<file path="src/rtl/cosine_datapath_if.sv">
// Handshake bundle between the cosine control unit (master) and the Taylor-series datapath (slave).
interface cosine_datapath_if #(
    parameter int WIDTH = 18
);
    logic [2:0]              state;
    logic signed [WIDTH-1:0] x_in;
    logic                    stop;
    logic signed [WIDTH-1:0] cos_out;
    logic signed [WIDTH-1:0] err_out;
    logic                    done;

    modport master (output state, x_in, input stop, cos_out, err_out, done);
    modport slave  (input state, x_in, output stop, cos_out, err_out, done);
endinterface

</file>
<file path="src/rtl/cosine_datapath.sv">
// Fixed-point Taylor-series cosine datapath: t(k+1) = -t(k) * x^2 / ((2k+1)(2k+2)),
// sequenced by the control unit's state code; publishes cos(x) and a truncation-error bound.
module cosine_datapath #(
    parameter int WIDTH   = 18,
    parameter int FRAC    = 14,
    parameter int N_TERMS = 8
) (
    input  logic               clk,
    input  logic               rst_n,
    cosine_datapath_if.slave   bus
);
    localparam logic [2:0] ST_ALERT   = 3'd1;
    localparam logic [2:0] ST_START   = 3'd2;
    localparam logic [2:0] ST_ACCUM   = 3'd3;
    localparam logic [2:0] ST_PUBLISH = 3'd4;

    // x^2 reaches ~9.87 at x = pi, beyond the Q4.14 word, so x2 carries 4 guard bits.
    localparam int X2W = WIDTH + 4;
    localparam int TW  = 2 * WIDTH + 4;
    localparam int PW  = TW - FRAC;
    localparam int RW  = WIDTH + FRAC;

    localparam logic [3:0]              K_LAST = 4'(N_TERMS);
    localparam logic signed [WIDTH-1:0] ONE    = WIDTH'(1 << FRAC);
    localparam logic signed [WIDTH-1:0] W_MAX  = {1'b0, {(WIDTH-1){1'b1}}};
    localparam logic signed [WIDTH-1:0] W_MIN  = {1'b1, {(WIDTH-1){1'b0}}};
    localparam logic signed [WIDTH+1:0] A_MAX  = (WIDTH+2)'(W_MAX);
    localparam logic signed [WIDTH+1:0] A_MIN  = (WIDTH+2)'(W_MIN);

    typedef logic signed [WIDTH-1:0] recip_t [16];

    function automatic recip_t build_recip();
        recip_t r;
        int     d;
        for (int k = 0; k < 16; k++) begin
            d    = (2 * k + 1) * (2 * k + 2);
            r[k] = (k < N_TERMS) ? WIDTH'(((1 << (FRAC + 1)) / d + 1) / 2) : '0;
        end
        return r;
    endfunction

    localparam recip_t RECIP = build_recip();

    function automatic logic signed [WIDTH-1:0] sat_acc(input logic signed [WIDTH+1:0] a);
        if (a > A_MAX)      return W_MAX;
        else if (a < A_MIN) return W_MIN;
        else                return a[WIDTH-1:0];
    endfunction

    function automatic logic signed [WIDTH-1:0] abs_sat(input logic signed [WIDTH-1:0] t);
        if (t == W_MIN)              return W_MAX;
        else if (t[WIDTH-1] == 1'b1) return -t;
        else                         return t;
    endfunction

    logic signed [WIDTH-1:0] r_x;
    logic signed [X2W-1:0]   r_x2;
    logic signed [WIDTH-1:0] r_term;
    logic signed [WIDTH+1:0] r_acc;
    logic [3:0]              r_k;
    logic signed [WIDTH-1:0] r_cos;
    logic signed [WIDTH-1:0] r_err;
    logic                    r_done;

    logic signed [TW-1:0]    w_xx;
    logic signed [TW-1:0]    w_tx;
    logic signed [PW-1:0]    w_p;
    logic signed [WIDTH-1:0] w_recip;
    logic signed [RW-1:0]    w_pr;
    logic signed [WIDTH-1:0] w_term_nxt;
    logic                    w_unused;

    // Floor shift followed by truncation equals a bit slice of the full product.
    assign w_xx       = TW'(r_x) * TW'(r_x);
    assign w_tx       = TW'(r_term) * TW'(r_x2);
    assign w_p        = w_tx[TW-1:FRAC];
    assign w_recip    = RECIP[r_k];
    assign w_pr       = RW'(w_p) * RW'(w_recip);
    assign w_term_nxt = -w_pr[RW-1:FRAC];
    assign w_unused   = &{1'b0, w_xx[TW-1:FRAC+X2W], w_xx[FRAC-1:0], w_tx[FRAC-1:0], w_pr[FRAC-1:0]};

    always_ff @(posedge clk or negedge rst_n) begin
        if (!rst_n) begin
            r_x    <= '0;
            r_x2   <= '0;
            r_term <= '0;
            r_acc  <= '0;
            r_k    <= '0;
            r_cos  <= '0;
            r_err  <= '0;
            r_done <= 1'b0;
        end else begin
            r_done <= 1'b0;
            case (bus.state)
                ST_ALERT: r_x <= bus.x_in;
                ST_START: begin
                    r_x2   <= w_xx[FRAC+X2W-1:FRAC];
                    r_term <= ONE;
                    r_acc  <= '0;
                    r_k    <= '0;
                end
                ST_ACCUM: begin
                    if (r_k < K_LAST) begin
                        r_acc  <= r_acc + (WIDTH+2)'(r_term);
                        r_term <= w_term_nxt;
                        r_k    <= r_k + 4'd1;
                    end
                end
                ST_PUBLISH: begin
                    r_cos  <= sat_acc(r_acc);
                    r_err  <= abs_sat(r_term);
                    r_done <= 1'b1;
                end
                default: ;
            endcase
        end
    end

    assign bus.stop    = (bus.state == ST_ACCUM) && (r_k == K_LAST);
    assign bus.cos_out = r_cos;
    assign bus.err_out = r_err;
    assign bus.done    = r_done;
endmodule

</file>
<file path="src/flat_wrapper.sv">
// flat-port wrapper written by rule: the top's interface ports become plain ports
module cosine_datapath_flat 
#(
    parameter int WIDTH   = 18,
    parameter int FRAC    = 14,
    parameter int N_TERMS = 8
)
  (clk, rst_n, bus_state, bus_x_in, bus_stop, bus_cos_out, bus_err_out, bus_done);
  cosine_datapath_if #(.WIDTH(WIDTH)) bus_i ();
  input  logic clk;
  input  logic rst_n;
  input wire logic [$bits(bus_i.state)-1:0] bus_state;
  input wire logic [$bits(bus_i.x_in)-1:0] bus_x_in;
  output wire logic [$bits(bus_i.stop)-1:0] bus_stop;
  output wire logic [$bits(bus_i.cos_out)-1:0] bus_cos_out;
  output wire logic [$bits(bus_i.err_out)-1:0] bus_err_out;
  output wire logic [$bits(bus_i.done)-1:0] bus_done;
  assign bus_i.state = bus_state;
  assign bus_i.x_in = bus_x_in;
  assign bus_stop = bus_i.stop;
  assign bus_cos_out = bus_i.cos_out;
  assign bus_err_out = bus_i.err_out;
  assign bus_done = bus_i.done;
  cosine_datapath #(.WIDTH(WIDTH), .FRAC(FRAC), .N_TERMS(N_TERMS)) u_core (.clk(clk), .rst_n(rst_n), .bus(bus_i));
endmodule
</file>
<file path="config.mk">
export PLATFORM = sky130hd
export DESIGN_NAME = cosine_datapath_flat
export DESIGN_NICKNAME = d
export VERILOG_FILES = /design/src/rtl/cosine_datapath_if.sv /design/src/rtl/cosine_datapath.sv /design/src/flat_wrapper.sv
export SDC_FILE = /design/constraint.sdc
export NUM_CORES = 2
export LEC_CHECK = 0
export ABC_AREA = 0
export BUFFER_PORTS_ARGS = -buffer_cell sky130_fd_sc_hd__buf_4
export CAP_MARGIN = 20
export CORE_ASPECT_RATIO = 2
export CORE_MARGIN = 2
export CORE_UTILIZATION = 50
export DETAILED_ROUTE_END_ITERATION = 6
export PLACE_DENSITY = 0.66
export SLEW_MARGIN = 20
export SYNTH_ARGS = -nofsm -noshare
export SYNTH_HDL_FRONTEND = slang
export SYNTH_SLANG_ARGS = --single-unit
</file>
<file path="constraint.sdc">
create_clock -name clk -period 17.9 [get_ports clk]
set_input_delay 2.685 -clock clk [delete_from_list [all_inputs] [get_ports clk]]
set_output_delay 2.685 -clock clk [all_outputs]
set_load 0.02 [all_outputs]
</file>
* Word level (Yosys, flattened, before mapping) *
Memories as Yosys holds them, arrays and structs flattened.
Cells that the tools add are included.

storage, ports and cells
  register bits after elaboration = 119
  latch bits = 0
  RAM bits = 0
  memory bits (read-only) = 288
  input bits = 23
  output and inout port bits = 38
  memories kept = 1

memory list
  name             depth  width  read ports  clocked after Yosys merged registers in  wr ports  line                   text
  (no name shown)  16     18     1           0                                        0         cosine_datapath.sv:77  assign w_recip = RECIP[r_k];

cells by class
  add/sub/neg operators = 4
  $mul = 3
  divide/modulo/power cells = 0
  magnitude comparators = 4
  eq/ne operators = 7
  shift operators = 0
  muxes and demuxes = 13
  bitwise logic cells = 1
  reduce and logical (&&, ||, !) cells = 3

operators with widths
  operator              number
  $mux 18               7
  $mul 18x22->40        1
  $pmux 20 s2           1
  $mul 18x18->36        1
  $neg 18->18           2
  $pmux 18 s2           1
  $mul 26x18->32        1
  $add 20x18->20        1
  $gt 20x18->1 const B  1
  $lt 20x18->1 const B  1
  $mux 20               1
  $eq 18x18->1 const B  1
  $pmux 4 s2            1
  $eq 3x2->1 const B    2
  $ge 5x5->1 const B    1
  $not 4->5             1
  $add 4x1->4 const B   1
  $eq 4x4->1 const B    1
  $lt 4x4->1 const B    1
  $mux 4                1
  $eq 3x1->1 const B    1
  $eq 3x3->1 const B    1
  $ne 2x1->1 const B    1
  $reduce_and 2->1      1
  other kinds (3)       3

* Depth between registers and ports, before layout *
  depth after elaboration = 8
  mapped depth = 55

* Worst setup path after synthesis *
No wires, ideal clock.

  path type = register to register
  start = register u_core.r_x2[18]
  end = register u_core.r_term[17]
  library setup time = 0.121 ns
  data arrival time = 12.660 ns
  data required time = 17.779 ns
  path slack = 5.119 ns
  stages on the path, launching flop included = 51
  path buffers = 4
  period minus slack after synthesis = 12.781 ns
  path through = dfrtp_1 > clkbuf_1 > clkbuf_1 > nand2_1 > fa_1 > inv_1 > fa_1 > inv_1 > fa_1 > inv_1 > fa_1 > fa_1 > inv_1 > fa_1 > inv_1 > ha_1 > nand4_1 > nor2_1 > (+15 left out) > fa_1 > fa_1 > inv_1 > fa_1 > inv_1 > ha_1 > clkbuf_1 > or4_1 > a21oi_1 > nor3_1 > a211oi_2 > or3b_4 > nor3_4 > a21oi_1 > a221oi_2 > xnor3_1 > xnor2_1 > a22o_1

on the way
  longest elaborated chain between the ends = 5

RTL lines
  item                      line                    text
  start: declaration        cosine_datapath.sv:57   logic signed [X2W-1:0] r_x2;
  start signal: assignment  cosine_datapath.sv:97   r_x2 <= w_xx[FRAC+X2W-1:FRAC];
  $mul 18x22->40            cosine_datapath.sv:75   assign w_tx = TW'(r_term) * TW'(r_x2);
  $mul 26x18->32            cosine_datapath.sv:78   assign w_pr = RW'(w_p) * RW'(w_recip);
  $neg 18->18               cosine_datapath.sv:79   assign w_term_nxt = -w_pr[RW-1:FRAC];
  $mux 18                   cosine_datapath.sv:103  if (r_k < K_LAST) begin
  $pmux 18 s2               cosine_datapath.sv:94   case (bus.state)
  end signal: assignment    cosine_datapath.sv:105  r_term <= w_term_nxt;
  end: declaration          cosine_datapath.sv:58   logic signed [WIDTH-1:0] r_term;

No other way between the ends. The select of a mux whose other input is x is not followed.
A chain may end at the register's enable or synchronous reset.

* Worst setup path after layout *
Ends and elaborated chain as after synthesis.

==> metrics <==
outcome=finished, final reports clean; Post-Syn Instances=4,453; Mean Syn Cell Area=8.99 um^2; total clock sinks=119; largest net degree at the start of global routing=65; Max stage delay on crit path=0.90 ns; Filler cells=7,414; I/O Pins=61; global route overflow=0; FMAX=65.8 MHz; global routing's busiest layer=met2; sequential cell area fraction in the yosys report=0.0744; Die ar.=82,500 um^2; Max FO, Critical Path=19; Most used DFF post-synth=dfrtp_1; worst path bufs/invs=10; hold path start=u_core.bus.cos_out[17]$_DFFE_PN0P_; Critical Path RT=18.26 ns; top cells by count, synth=inv_1 (1,139), fa_1 (921), nand2_1 (473); clk root buf=clkbuf_16; Final Hold Viols=0; clock slew at the register clock pins of the worst setup and hold paths=0.08 ns; reg-to-reg slack, setup=2.71 ns; CTS Buffer Depth=2; placed insts=5,417; GRT met2 Usage=0.542; WL/cell=20.5 um; Area Overhead vs Synth=5.27%; post-route cell area=42,100 um^2; Final ANT Viol Nets=0; setup tns final=0 ns; Tmin final=15.19 ns; Slew Viols, Final=0; Initial Utilization=0.505; CP top delay family=adder cells; final wirelength=112,000 um; CP max-delay cell=dfrtp_1; Max-Cap Viols=0; H-tree depth=4; CTS tree=yes; first-iteration detailed-routing DRC count=1,260; vias in the first global route=33,400; GR Util met1=0.270; EDFF count, synth=0; Placement Cell Area=41,500 um^2; YS warnings=0; Placement Rows=146; ranking of synthesized cells by area=fa_1 (46%), inv_1 (11%), ha_1 (10%); GRT met3 Usage=0.0383; crit share post-route=0.849; Worst Reg2Reg Path Length in Cells=46; initial antenna violation count=3; Post-Syn Nets=5,731; DP Wirelength=91,700 um; IO buf count=60; reg2reg end=u_core.r_term[17]$_DFFE_PN0P_; Hold-fix buffers, CTS=0; CP most frequent cell=fa_1; critical path startpoint category=register; Hold WS=0.478 ns; top-count cell post-synth=inv_1; unrepaired setup endpoints after global routing=false; Via-to-Cell Ratio=5.36; Slew @ Worst Pin=1.21 ns; via count=29,200; Clk Latency, worst-skew pair=0.48 ns; Seq cells post-synth=119; Crit. Startpoint=u_core.r_x2[18]$_DFFE_PN0P_; die width=204 um; Hold WC Path Type=register to register; asr flop ratio synth=1.00; residual DRC count=0; hold depth=2; GRT Util Overall=0.287; final setup vio count=0; core area=79,300 um^2; fin nets=5,678; Placer Congestion=0.968; WP data arrival=15.55 ns; post-cts gate resize count=0; post-synthesis cell type count=76; postcts setup bufs=0; end of the critical path=u_core.r_term[17]$_DFFE_PN0P_; Crit. End Element=register; Synth area leader=fa_1; Slew headroom=0.193; first-pass GRT wire length=177,000 um; Layout Skew=0.0213 ns; FF-to-FF Start=u_core.r_x2[18]$_DFFE_PN0P_; mapped cell area=40,000 um^2; Worst path depth=46; fin cells=5,450; Die Ht=404 um; CTS Buf Count=17; layout cell share with drive strength beyond 1=0.0496; DRT Pass-1 Iters=7; crit path kind=register to register; post-synth top area share=0.461
-- layout make-up --
type	instances	area, um^2	share of cell area
diodes	1	2.50	0.0000594
clock buffers	20	437	0.0104
clock inverters	12	165	0.00392
inverters	1141	4280	0.102
multi-input cells	3003	32100	0.761
flip-flops and latches	119	2980	0.0707
well taps	1036	1300	0.0308
repair buffers	118	890	0.0211
-- per-stage QoR --
stage / util / setup WS [ns]
after floorplan: - / 5.12
after global placement: 0.524 / 2.68
after detailed placement: 0.524 / 2.89
after CTS: 0.531 / 2.85
after global routing: 0.532 / 2.30
final: 0.532 / 2.71
-- layout by cell type, fill, tap and decap left out, drive strengths merged, types with 6 or more instances in the layout --
cell    instances
a211oi          9
a21o           22
a21oi          85
a22o            7
a31oi           6
and2          252
and3            7
buf           118
clkbuf         20
dfrtp         119
fa            921
ha            334
inv          1143
mux2           13
nand2         473
nand2b         54
nand3          16
nor2          332
nor2b          17
nor3           31
o211ai          8
o21a           12
o21ai         118
o21bai         15
o31ai          10
or2            31
or3            16
xnor2          84
xor2           59
-- routing by layer --
layer / up-vias / part of all wire
li1: 12900 / -
met1: 15000 / 0.31
met2: 880 / 0.55
met3: 498 / 0.040
met4: 4 / 0.098
met5: - / 0.00026
-- state kept, by name, indices dropped and copies added (netlist names) --
name	cells
u_core.r_x2	22
u_core.r_acc	20
u_core.bus.cos_out	18
u_core.bus.err_out	18
u_core.r_term	18
u_core.r_x	18
u_core.r_k	4
u_core.bus.done	1
-- worst min path at each step --
stage,end,slack [ns]
after floorplan,u_core.r_acc[10]$_DFFE_PN0P_,0.50
after global placement,u_core.bus.cos_out[6]$_DFFE_PN0P_,0.47
after detailed placement,u_core.bus.cos_out[2]$_DFFE_PN0P_,0.47
after CTS,u_core.bus.cos_out[2]$_DFFE_PN0P_,0.49
after global routing,u_core.bus.cos_out[17]$_DFFE_PN0P_,0.50
final,u_core.bus.cos_out[17]$_DFFE_PN0P_,0.48
-- worst reg2reg max path, delay by kind of cell, from the launching register on --
family | cells | cell delay [ns]
adder cells (fa/ha/maj) | 14 | 7.05
buffers and inverters | 10 | 0.53
AND/OR/NAND/NOR | 9 | 2.65
flip-flops | 1 | 0.90
AO/OA/AOI/OAI | 10 | 2.46
XOR/XNOR | 3 | 1.45
-- kinds of logic (layout without fill, tap and decap cells) --
logic type,Yosys count,after routing,share of synthesized area
buffers and inverters,1331,1291,0.125
AND/OR/NAND/NOR,1258,1258,0.147
adder cells (fa/ha/maj),1255,1255,0.565
AO/OA/AOI/OAI,327,327,0.0512
XOR/XNOR,145,145,0.0328
flip-flops,119,119,0.0744
multiplexers,18,18,0.00491
other,0,1,0
Power is not shown: default switching activity piles up to over one toggle a cycle in this logic, so the estimate is an artifact.
